==> src/rtl/hdc_pkg.sv <==
// Shared HDC definitions: slice-sequencer state encoding and a vector slice helper.
package hdc_pkg;

    localparam int unsigned NUM_HVS_DEF  = 6;
    localparam int unsigned DIM_DEF      = 64;
    localparam int unsigned PAR_BITS_DEF = 2;

    // Widest vector / slice the helper accepts; callers zero-extend and truncate.
    localparam int unsigned VEC_MAX   = 1024;
    localparam int unsigned SLICE_MAX = 64;

    typedef enum logic [1:0] {
        IDLE,
        ISSUE,
        WAIT,
        FINISH
    } bss_state_t;

    // Slice k of vec, where each slice is `width` bits, right-aligned in the result.
    function automatic logic [SLICE_MAX-1:0] slice_of(
        input logic [VEC_MAX-1:0] vec,
        input int unsigned        k,
        input int unsigned        width
    );
        logic [VEC_MAX-1:0] shifted;
        shifted = vec >> (k * width);
        return shifted[SLICE_MAX-1:0];
    endfunction

endpackage

==> src/rtl/bundler_slice_sequencer.sv <==
// Streams NUM_HVS hypervectors plus two tie vectors to bundler_bits one
// PAR_BITS slice at a time and reassembles the returned slices into out_hv.
module bundler_slice_sequencer
    import hdc_pkg::*;
#(
    parameter int unsigned NUM_HVS  = NUM_HVS_DEF,
    parameter int unsigned DIM      = DIM_DEF,
    parameter int unsigned PAR_BITS = PAR_BITS_DEF
) (
    input  logic                               clk,
    input  logic                               nrst,
    input  logic                               start,
    input  logic [NUM_HVS-1:0][DIM-1:0]        hvs,
    input  logic [DIM-1:0]                     ties_1_hv,
    input  logic [DIM-1:0]                     ties_2_hv,
    output logic                               busy,
    output logic                               done,
    output logic [DIM-1:0]                     out_hv,
    output logic                               bund_en,
    output logic [NUM_HVS-1:0][PAR_BITS-1:0]   bund_bits,
    output logic [PAR_BITS-1:0]                bund_ties_1,
    output logic [PAR_BITS-1:0]                bund_ties_2,
    input  logic                               bund_done,
    input  logic [PAR_BITS-1:0]                bund_out
);

    localparam int unsigned NUM_SLICES = DIM / PAR_BITS;
    localparam int unsigned IDX_W      = (NUM_SLICES > 1) ? $clog2(NUM_SLICES) : 1;
    localparam logic [IDX_W-1:0] LAST_IDX = IDX_W'(NUM_SLICES - 1);

    bss_state_t                       state, state_d;
    logic [IDX_W-1:0]                 idx, idx_d;
    logic [IDX_W-1:0]                 slice_sel;
    logic                             busy_d, done_d, bund_en_d;
    logic [DIM-1:0]                   out_hv_d;
    logic [NUM_HVS-1:0][PAR_BITS-1:0] bund_bits_d, slice_bits;
    logic [PAR_BITS-1:0]              bund_ties_1_d, bund_ties_2_d;
    logic [PAR_BITS-1:0]              slice_t1, slice_t2;

    // Slice that would be loaded on the next issue: 0 from IDLE, else idx+1.
    assign slice_sel = (state == IDLE) ? '0 : idx + IDX_W'(1);

    always_comb begin
        for (int unsigned i = 0; i < NUM_HVS; i++) begin
            slice_bits[i] = PAR_BITS'(slice_of(VEC_MAX'(hvs[i]), 32'(slice_sel), PAR_BITS));
        end
        slice_t1 = PAR_BITS'(slice_of(VEC_MAX'(ties_1_hv), 32'(slice_sel), PAR_BITS));
        slice_t2 = PAR_BITS'(slice_of(VEC_MAX'(ties_2_hv), 32'(slice_sel), PAR_BITS));
    end

    // Next-state and next-output logic.
    always_comb begin
        state_d       = state;
        idx_d         = idx;
        busy_d        = busy;
        done_d        = 1'b0;
        bund_en_d     = 1'b0;
        out_hv_d      = out_hv;
        bund_bits_d   = bund_bits;
        bund_ties_1_d = bund_ties_1;
        bund_ties_2_d = bund_ties_2;

        case (state)
            IDLE: begin
                if (start) begin
                    state_d       = ISSUE;
                    idx_d         = '0;
                    busy_d        = 1'b1;
                    bund_en_d     = 1'b1;
                    bund_bits_d   = slice_bits;
                    bund_ties_1_d = slice_t1;
                    bund_ties_2_d = slice_t2;
                end
            end
            ISSUE: begin
                state_d = WAIT;
            end
            WAIT: begin
                if (bund_done) begin
                    out_hv_d[idx*PAR_BITS +: PAR_BITS] = bund_out;
                    if (idx == LAST_IDX) begin
                        state_d = FINISH;
                        done_d  = 1'b1;
                    end else begin
                        state_d       = ISSUE;
                        idx_d         = idx + IDX_W'(1);
                        bund_en_d     = 1'b1;
                        bund_bits_d   = slice_bits;
                        bund_ties_1_d = slice_t1;
                        bund_ties_2_d = slice_t2;
                    end
                end
            end
            FINISH: begin
                state_d = IDLE;
                busy_d  = 1'b0;
            end
            default: begin
                state_d = IDLE;
                busy_d  = 1'b0;
            end
        endcase
    end

    always_ff @(posedge clk) begin
        if (!nrst) begin
            state       <= IDLE;
            idx         <= '0;
            busy        <= 1'b0;
            done        <= 1'b0;
            bund_en     <= 1'b0;
            out_hv      <= '0;
            bund_bits   <= '0;
            bund_ties_1 <= '0;
            bund_ties_2 <= '0;
        end else begin
            state       <= state_d;
            idx         <= idx_d;
            busy        <= busy_d;
            done        <= done_d;
            bund_en     <= bund_en_d;
            out_hv      <= out_hv_d;
            bund_bits   <= bund_bits_d;
            bund_ties_1 <= bund_ties_1_d;
            bund_ties_2 <= bund_ties_2_d;
        end
    end

endmodule

==> config.mk <==
export PLATFORM = sky130hd
export DESIGN_NAME = bundler_slice_sequencer
export DESIGN_NICKNAME = d
export VERILOG_FILES = /design/src/rtl/hdc_pkg.sv /design/src/rtl/bundler_slice_sequencer.sv
export SDC_FILE = /design/constraint.sdc
export NUM_CORES = 1
export LEC_CHECK = 0
export ABC_AREA = 1
export CAP_MARGIN = 20
export CORE_AREA = 4 4 233 235
export CTS_BUF_LIST = sky130_fd_sc_hd__clkbuf_4 sky130_fd_sc_hd__clkbuf_8 sky130_fd_sc_hd__clkbuf_16
export DETAILED_ROUTE_END_ITERATION = 12
export DIE_AREA = 0 0 237 239
export PLACE_DENSITY = 0.56
export SLEW_MARGIN = 15
export SYNTH_ARGS = -nofsm -noshare
export SYNTH_HDL_FRONTEND = slang
export SYNTH_SLANG_ARGS = --single-unit
==> constraint.sdc <==
create_clock -name clk -period 3.4 [get_ports clk]
set_clock_uncertainty 0.05 [all_clocks]
set_input_delay 0.51 -clock clk [delete_from_list [all_inputs] [get_ports clk]]
set_output_delay 0.51 -clock clk [all_outputs]
set_load 0.01 [all_outputs]
==> impl_metrics.py, run 1 <==
metrics = {
    "synth": {
        "ys_ff_latch": 90,
        "synth_seq_area_share_pct": 16.60,
        "netlist_area_um2": 10850,
        "yosysTopAreaCellShare_pct": 21.00,
        "syn_inst": 2223,
        "synth_cell_type_count": 29,
        "synth_nets": 2745,
        "avgSynthCellArea_um2": 4.882,
        "synthTopCellsByArea": "nand2_1, nand3_1, dfxtp_1, inv_1, nor2_1",
        "synth_edf_count": 0,
        "synth_top_flop_cell": "dfxtp_1",
        "ys_warn_count": 0,
        "synthMostInstantiatedCell": "nand2_1",
        "async_flop_share_pct": 0,
        "synth_common_cells": "nand2_1, nand3_1, inv_1",
        "synth_area_leader_cell": "nand2_1",
    },
    "floorplan": {
        "chipHeight_um": 239,
        "initial_utilization_pct": 20.77,
        "die_w_um": 237,
        "ios": 601,
        "core_area_um2": 52240,
        "die_area_um2": 56640,
        "std_cell_rows": 84,
    },
    "power_and_ir_drop": {
        "p_int_uw": 2446,
        "power_frac_clock_pct": 28.3,
        "switchingPower_uw": 1333,
        "vdd_drop_max_uv": 246.6,
        "combPwrFrac_pct": 42.3,
        "power_frac_seq_pct": 29.4,
        "cellLeakagePower_uw": 0.008930,
        "powerDensity_nw_per_um2": 211.7,
        "swShare_pct": 35.27,
    },
    "place": {
        "placed_cell_area_um2": 17530,
        "place_hpwl_mm": 50.57,
        "routabilityCongestion": 0.9021,
        "port_buffers": 600,
    },
    "cells_and_area": {
        "syn2layout_area_growth_pct": 64.52,
        "fin_nets": 3258,
        "drive_above_1_share_pct": 4.196,
        "design_area_um2": 17850,
    },
    "outcome": {
        "run_status": "finished, final reports clean",
    },
    "cts": {
        "ctsResizeCount": 0,
        "numCtsBuffers": 9,
        "cts_buffer_depth": 2,
        "htreeDepth": 3,
        "root_buffer": "clkbuf_16",
        "clock_latency_ns": 0.37,
        "cts_sinks": 90,
        "hold_buffers": 0,
        "post_cts_buffers": 0,
        "path_clk_slew_ns": 0.09,
        "cts_tree": "yes",
    },
    "timing": {
        "period_minus_slack_ns": 2.911,
        "worstMarginPinSlew_ns": 0.9441,
        "relSlewSlack_pct": 37.06,
        "finalHoldViolations": 0,
        "fmax_mhz": 343.5,
        "grt_setup_unrepaired": "false",
        "drv_slew": 0,
        "period_share_pct": 85.61,
        "final.setup.tns_ns": 0,
        "setup-violations-final": 0,
    },
    "critical_path": {
        "required_ns": 3.64,
        "path_common_cell": "nand3_1",
        "start_kind": "flip-flop",
        "crit_family": "buffers and inverters",
        "cp.arrival_ns": 3.15,
        "path_cells": "inv_6 > buf_4 > buf_4 > nand3_1 > nand3_1 > nand2_1 > nand2_1 > nand3_1 > nand3_1 > nand2_1 > a21oi_1",
        "path_buf_inv": 3,
        "critPathSlowestCell": "buf_4",
        "path_max_fanout": 75,
        "cpPeakStageDelay_ns": 0.68,
        "endpoint_kind": "flip-flop",
        "critPathKind": "flip-flop to flip-flop",
    },
    "route": {
        "ant_nets": 0,
        "drc": 0,
        "wire_per_inst_um": 18.60,
        "wirelength_mm": 63.99,
        "via_per_inst": 4.418,
        "vias": 15200,
        "drt_iter0_drc": 1011,
        "drt_first_pass_iters": 5,
    },
    "grt": {
        "grt_pass1_vias": 14890,
        "grt_max_degree": 95,
        "antenna_found_initial": 13,
        "grt_use_total_pct": 21.54,
        "gr-total-overflow": 0,
        "grt_pass1_wl_mm": 93.58,
    },
    "run": {
        "cap_viol_max_count": 0,
    },
    "hold_path": {
        "hold_class": "flip-flop to flip-flop",
    },
}
-- final timing paths --
kind	startpoint	endpoint	slack (ns)	depth (start not counted)
setup / recovery	idx[0]	bund_bits[11]	0.49	11
hold / removal	out_hv[32]	out_hv[32]	0.42	2
setup reg to reg	idx[0]	bund_bits[11]	0.49	11
hold reg to reg	out_hv[32]	out_hv[32]	0.42	2
-- state kept, by name, summed over array words and instances, names as in the netlist --
register and count:
idx 5, busy 1, bund_ties_1 2, bund_en 1, state 2, out_hv 64
done 1, bund_bits 12, bund_ties_2 2
-- layout by cell type (no fill, tap or decap), types with 4 or more instances in the layout --
| master | n |
|---|---|
| a21oi_1 | 29 |
| buf_12 | 7 |
| buf_4 | 37 |
| clkbuf_16 | 9 |
| clkdlybuf4s50_1 | 599 |
| dfxtp_1 | 89 |
| diode_2 | 11 |
| ha_1 | 4 |
| inv_1 | 385 |
| inv_2 | 6 |
| inv_6 | 4 |
| nand2_1 | 606 |
| nand2_2 | 4 |
| nand3_1 | 426 |
| nand3b_1 | 5 |
| nand4_1 | 21 |
| nor2_1 | 381 |
| nor2_2 | 6 |
| nor3_1 | 18 |
| nor4_1 | 4 |
| o21ai_0 | 37 |
| o21ai_1 | 13 |
| or2_2 | 30 |
-- layout make-up --
| type | instances | area (um2) |
|---|---|---|
| diodes | 11 | 27.53 |
| clock buffers | 10 | 239.0 |
| clock inverters | 6 | 56.30 |
| fillers | 5985 | 34380 |
| inverters | 392 | 1476 |
| multi-input cells | 1599 | 6972 |
| flip-flops and latches | 90 | 1803 |
| well taps | 688 | 860.8 |
| repair buffers | 644 | 6419 |
-- power by group through the flow --
stage / Clock (uW) / Combinational (uW) / Sequential [uW]
6_report: 1070 / 1600 / 1110
5_1_grt: 1130 / 1760 / 1110
4_1_cts: 1120 / 1620 / 1110
3_5_place_dp: 0 / 1610 / 1140
3_3_place_gp: 0 / 1610 / 1140
2_1_floorplan: 0 / 642 / 1130
-- metrics by stage --
stage | util (%) | std cells | setup WS (ns) | hold slack (ns) | power, uW
after floorplan | - | 2223 | 0.8786 | 0.4278 | 1769
after global placement | 33.56 | 3413 | 0.4568 | 0.4057 | 2748
after detailed placement | 33.56 | 3413 | 0.3708 | 0.4079 | 2745
after CTS | 34.12 | 3429 | 0.3353 | 0.4195 | 3845
after global routing | 34.16 | 3437 | 0.1820 | 0.4446 | 4003
final | 34.18 | 3440 | 0.4892 | 0.4172 | 3779
-- kinds of logic (layout without fill, tap and decap cells) --
family	count (synthesis)	in the layout	synth area share [%]
compound gates	88	88	4.266
xor+xnor	1	1	0.08072
fa+ha+maj	4	4	0.4612
buf+inv	534	1052	19.58
flops	90	90	16.60
other cells	0	11	0
simple gates	1506	1506	59.01
-- per-layer routing --
layer,global-route usage (%),vias to the layer above,wire (um)
met5,0,-,37
met4,5.556,6,1158
met3,4.603,70,4433
met2,38.20,499,31530
met1,26.54,6815,26820
li1,-,7807,-
-- tightest hold or removal path, cell delays in order, from the launching register on --
cell and delay [ns]:
dfxtp_1 0.31, nand2_1 0.06, a21oi_1 0.05
Power figures use the tool's default switching activity.
==> run 2: changes to the inputs <==
--- a/config.mk
+++ b/config.mk
@@ -14,2 +14,3 @@
 export PLACE_DENSITY = 0.56
+export SETUP_SLACK_MARGIN = 0.2
 export SLEW_MARGIN = 15
==> constraint.sdc (replaced) <==
create_clock -name clk -period 3.4 [get_ports clk]
set_clock_uncertainty 0.05 [all_clocks]
set_input_delay 0.68 -clock clk [delete_from_list [all_inputs] [get_ports clk]]
set_output_delay 0.68 -clock clk [all_outputs]
set_load 0.01 [all_outputs]
==> run 2 against run 1 <==
Count of clock-buffer cells in the layout is 1 lower. Setup slack improved by 0.069 ns. Wire length decreased by 1.9%. Sequential share of layout area is essentially flat. Clock power increased by 5%. Global-route usage shrank 0.59 points. First-iteration DRC count decreased by 14%. Largest cell class unchanged. Largest power group unchanged. Highest routed layer unchanged.
==> impl_metrics.py, run 2 (synthesis gave the netlist of run 1 again) <==
metrics = {
    "outcome": {
        "run_status": "finished, final reports clean",
    },
    "critical_path": {
        "path_common_cell": "nand2_1",
        "critPathKind": "flip-flop to flip-flop",
        "cpPeakStageDelay_ns": 0.64,
        "start_kind": "flip-flop",
        "path_max_fanout": 17,
        "critPathSlowestCell": "dfxtp_1",
        "required_ns": 3.57,
        "endpoint_kind": "flip-flop",
        "path_cells": "ha_1 > inv_1 > nand2_1 > nand2_2 > inv_1 > buf_4 > nand3_1 > nand2_1 > nand2_1 > nand3_1 > nand3_1 > nand2_1 > a21oi_1",
        "cp.arrival_ns": 3.01,
    },
    "power_and_ir_drop": {
        "power_frac_clock_pct": 29.5,
        "swShare_pct": 34.25,
        "p_int_uw": 2487,
        "power_frac_seq_pct": 29.3,
        "combPwrFrac_pct": 41.2,
        "switchingPower_uw": 1296,
        "cellLeakagePower_uw": 0.008920,
        "vdd_drop_max_uv": 341.9,
        "powerDensity_nw_per_um2": 212.0,
    },
    "timing": {
        "fmax_mhz": 351.9,
        "final.setup.tns_ns": 0,
        "relSlewSlack_pct": 47.06,
        "finalHoldViolations": 0,
        "setup-violations-final": 0,
        "period_minus_slack_ns": 2.842,
        "grt_setup_unrepaired": "false",
        "hold_ws_ns": 0.4136,
        "period_share_pct": 83.58,
        "worstMarginPinSlew_ns": 0.7932,
        "drv_slew": 0,
    },
    "cts": {
        "hold_buffers": 0,
        "root_buffer": "clkbuf_16",
        "cts_buffer_depth": 2,
        "numCtsBuffers": 9,
        "clock_latency_ns": 0.35,
        "cts_sinks": 90,
        "post_cts_buffers": 0,
        "path_clk_slew_ns": 0.08,
        "htreeDepth": 3,
        "ctsResizeCount": 0,
        "cts_tree": "yes",
    },
    "hold_path": {
        "hold_class": "flip-flop to flip-flop",
    },
    "route": {
        "ant_nets": 0,
        "wirelength_mm": 62.76,
        "drt_first_pass_iters": 6,
        "via_per_inst": 4.392,
        "drc": 0,
        "drt_iter0_drc": 865,
        "vias": 15070,
        "wire_per_inst_um": 18.29,
    },
    "cells_and_area": {
        "final_cell_mix": "nand2_1, clkdlybuf4s50_1, nand3_1",
        "drive_above_1_share_pct": 3.843,
        "syn2layout_area_growth_pct": 64.46,
        "fin_nets": 3249,
        "regMostFlops": "out_hv",
        "design_area_um2": 17850,
        "reg_top3": "out_hv x64, bund_bits x12, idx x5",
        "largest_reg_flops": 64,
        "final_common_cell": "nand2_1",
    },
    "place": {
        "port_buffers": 600,
        "place_hpwl_mm": 49.68,
        "placed_cell_area_um2": 17500,
        "routabilityCongestion": 0.9074,
    },
    "floorplan": {
        "initial_utilization_pct": 20.77,
        "ios": 601,
        "die_area_um2": 56640,
        "core_area_um2": 52240,
        "chipHeight_um": 239,
        "std_cell_rows": 84,
        "die_w_um": 237,
    },
    "grt": {
        "grt_pass1_wl_mm": 90.68,
        "grt_pass1_vias": 14320,
        "grt_use_total_pct": 20.95,
        "grt_max_degree": 107,
        "gr-total-overflow": 0,
        "antenna_found_initial": 14,
    },
    "run": {
        "cap_viol_max_count": 0,
    },
}
## run 2: changes by cell type in the layout (fill, tap and decap cells not counted), sizes merged
cell      before  now
clkinv         0    2
inv          397  396
buf           45   36
bufinv         0    1
diode         11   12
clkbuf        10    9
clkinvlp       1    0
## run 2: worst max-delay path, delay by kind of cell (launching register included)
family | cells | cell delay, ns
buffers and inverters | 3 | 0.71
and+or+nand+nor | 8 | 0.97
adders and majority gates | 1 | 0.26
AOI/OAI and AO/OA | 1 | 0.06
DFF | 1 | 0.64
## run 2: layout make-up
| class | instances | area, um2 |
|---|---|---|
| antenna | 12 | 30.03 |
| clock buffer | 9 | 225.2 |
| clock inverter | 7 | 92.59 |
| fill | 5933 | 34390 |
| inverter | 392 | 1476 |
| multi-input combinational | 1599 | 6972 |
| sequential | 90 | 1802 |
| tap | 688 | 860.8 |
| timing repair buffer | 635 | 6389 |
## run 2: path summary, 6_finish.rpt
| kind | start | to | slack [ns] | cells past startpoint |
|---|---|---|---|---|
| min | out_hv[48] | out_hv[48] | 0.41 | 2 |
| max reg2reg | idx[0] | bund_bits[3] | 0.56 | 13 |
| max | idx[0] | bund_bits[3] | 0.56 | 13 |
| min reg2reg | out_hv[48] | out_hv[48] | 0.41 | 2 |
## run 2: layer usage
| layer | vias up | GRT usage [%] | share of wire, % |
|---|---|---|---|
| met3 | 67 | 4.868 | 7.8 |
| met1 | 6676 | 26.00 | 41 |
| met4 | 4 | 5.697 | 2.1 |
| met2 | 529 | 36.47 | 49 |
| met5 | - | 0 | 0.037 |
| li1 | 7796 | - | - |
## run 2: power groups by stage
stage | Combinational (uW) | Sequential (uW) | Clock [uW]
2_1_floorplan | 642 | 1130 | 0
3_3_place_gp | 1570 | 1140 | 0
3_5_place_dp | 1560 | 1140 | 0
4_1_cts | 1580 | 1110 | 1150
5_1_grt | 1720 | 1110 | 1170
6_report | 1560 | 1110 | 1120
## run 2: through the flow
stage | utilization, % | cells | power (uW) | setup WS (ns)
2_1_floorplan | - | 2223 | 1769 | 0.8786
3_3_place_gp | 33.50 | 3404 | 2711 | 0.5271
3_5_place_dp | 33.50 | 3404 | 2702 | 0.5215
4_1_cts | 34.11 | 3420 | 3843 | 0.4922
5_1_grt | 34.16 | 3430 | 4007 | 0.2831
6_report | 34.17 | 3432 | 3783 | 0.5584
==> run 3: changes to the inputs <==
Settings changed: PLACE_DENSITY 0.56 to 0.57.
Clock period 3.4 ns to 2.3 ns, I/O delays scaled along.
==> run 3 against run 2 <==
Wire length up 5.3%. Critical path depth down 2. Clock power increased by 38%. Sequential share of layout area decreased by 0.71 points. Global-route usage grew 0.54 points. Largest cell class is now buffers.
==> impl_metrics.py, run 3 (synthesis gave the netlist of run 1 again) <==
metrics = {
    "critical_path": {
        "rrSetupSlack_ns": 0.24,
        "path_max_fanout": 22,
        "r2r_start": "idx[0]",
        "r2r-end": "bund_ties_1[0]",
        "critPathKind": "flip-flop to flip-flop",
        "reg2regPathDepth": 11,
        "start_kind": "flip-flop",
        "endpoint_kind": "flip-flop",
        "cp.arrival_ns": 2.25,
        "required_ns": 2.49,
    },
    "route": {
        "vias": 15580,
        "ant_nets": 0,
        "drt_iter0_drc": 982,
        "drt_first_pass_iters": 6,
        "drc": 0,
        "wire_per_inst_um": 18.78,
        "via_per_inst": 4.430,
        "wirelength_mm": 66.06,
    },
    "timing": {
        "drv_slew": 0,
        "relSlewSlack_pct": 63.53,
        "period_share_pct": 89.50,
        "setup-violations-final": 0,
        "finalHoldViolations": 0,
        "fmax_mhz": 485.8,
        "period_minus_slack_ns": 2.059,
        "hold_ws_ns": 0.4169,
        "worstMarginPinSlew_ns": 0.5470,
        "grt_setup_unrepaired": "true",
        "final.setup.tns_ns": 0,
    },
    "run": {
        "cap_viol_max_count": 0,
    },
    "power_and_ir_drop": {
        "powerDensity_nw_per_um2": 294.0,
        "vdd_drop_max_uv": 310.3,
        "power_frac_clock_pct": 27.1,
        "switchingPower_uw": 1969,
        "power_frac_seq_pct": 28.7,
        "p_int_uw": 3708,
        "cellLeakagePower_uw": 0.009602,
        "swShare_pct": 34.69,
        "combPwrFrac_pct": 44.2,
    },
    "cells_and_area": {
        "reg_top3": "out_hv x64, bund_bits x12, idx x5",
        "drive_above_1_share_pct": 9.780,
        "largest_reg_flops": 64,
        "fill_cells": 5865,
        "final_cell_mix": "clkdlybuf4s50_1, nand2_1, nand3_1",
        "syn2layout_area_growth_pct": 77.97,
        "final_common_cell": "clkdlybuf4s50_1",
        "utilization_pct": 36.97,
        "seq_area_um2": 1812,
        "multi_input_area_um2": 7353,
        "regMostFlops": "out_hv",
        "fin_nets": 3339,
    },
    "outcome": {
        "run_status": "finished, final reports clean",
    },
    "grt": {
        "grt_pass1_vias": 15060,
        "grt_use_total_pct": 21.49,
        "use_met1_pct": 26.71,
        "use_met3_pct": 4.107,
        "grt_pass1_wl_mm": 93.72,
        "use_met2_pct": 38.60,
        "grt_max_degree": 106,
        "gr-total-overflow": 0,
        "antenna_found_initial": 9,
        "grt_busiest_layer": "met2",
    },
    "floorplan": {
        "chipHeight_um": 239,
        "std_cell_rows": 84,
        "die_area_um2": 56640,
        "core_area_um2": 52240,
        "initial_utilization_pct": 20.77,
        "ios": 601,
        "die_w_um": 237,
    },
    "hold_path": {
        "hold_class": "flip-flop to flip-flop",
        "whs_endpoint": "out_hv[48]",
        "hold_path_depth": 2,
        "worstHoldStart": "out_hv[48]",
    },
    "cts": {
        "cts_sinks": 90,
        "clock_latency_ns": 0.35,
        "htreeDepth": 3,
        "root_buffer": "clkbuf_16",
        "numCtsBuffers": 9,
        "cts_buffer_depth": 2,
        "cts_tree": "yes",
        "path_clk_slew_ns": 0.08,
    },
    "place": {
        "port_buffers": 600,
        "routabilityCongestion": 0.8652,
        "place_hpwl_mm": 50.49,
    },
}
-- run 3: cell count changes in the layout (fill, tap and decap cells not counted), sizes merged, moves of 2 or more --
cell      previous run  this run
diode               12         7
inv                396       394
nand2              612       614
clkinvlp             0         2
buf                 36       119
clkbuf               9        15
-- run 3: power by group through the flow --
stage / clock network [uW] / logic [uW] / registers (uW)
after global routing: 1660 / 2750 / 1640
after global placement: 0 / 2440 / 1670
after CTS: 1590 / 2470 / 1640
after floorplan: 0 / 955 / 1670
final: 1540 / 2510 / 1630
after detailed placement: 0 / 2440 / 1670
-- run 3: per-stage QoR --
| step | setup slack [ns] | total power, uW | cells | area, um2 |
|---|---|---|---|---|
| final | 0.2414 | 5677 | 3517 | 19310 |
| after global routing | 0.08690 | 6049 | 3517 | 19310 |
| after CTS | 0.1973 | 5700 | 3482 | 18660 |
| after detailed placement | 0.02723 | 4111 | 3448 | 18080 |
| after global placement | 0.06385 | 4110 | 3448 | 18080 |
| after floorplan | -0.009159 | 2622 | 2223 | 10970 |
-- run 3: what timing repair did --
item | CTS | global route
gates cloned | 4 | 6
buffers inserted | 14 | 22
hold buffers | 0 | 0
endpoints found under the setup margin | 58 | 82
gates resized for setup | 27 | 81
hold endpoints to repair | 0 | 0
pin swaps | 8 | 34
-- run 3: worst max path at each step --
| stage | from | slack (ns) | to | cells past startpoint |
|---|---|---|---|---|
| after floorplan | idx[0] | -0.009 | out_hv[10] | 16 |
| after global placement | idx[0] | 0.06 | bund_bits[7] | 10 |
| after detailed placement | bund_done | 0.03 | out_hv[7] | 10 |
| after CTS | idx[0] | 0.20 | bund_bits[8] | 12 |
| after global routing | idx[0] | 0.09 | out_hv[10] | 13 |
| final | idx[0] | 0.24 | bund_ties_1[0] | 11 |
-- run 3: worst max-delay path: stages, from the launching register on --
cell and delay [ns]:
dfxtp_4 0.39, inv_8 0.04, ha_4 0.35, nand2_8 0.12, buf_4 0.17, buf_12 0.14
nand3_1 0.11, nand3_1 0.13, nand3_1 0.14, nand3_2 0.13, nand2_1 0.09, a21oi_1 0.05
-- run 3: routing by layer --
metal | up-vias | part of all wire, %
met4 | 4 | 1.7
li1 | 7979 | -
met2 | 526 | 49
met1 | 7017 | 42
met3 | 54 | 6.6
met5 | - | 0.035
-- run 3: cell type report --
type	instances	area share [%]
Antenna cell	7	0.09070
Clock buffer	10	1.237
Clock inverter	6	0.2915
Inverter	392	7.768
Multi-Input combinational cell	1601	38.08
Sequential cell	90	9.381
Tap cell	688	4.457
Timing Repair Buffer	723	38.70
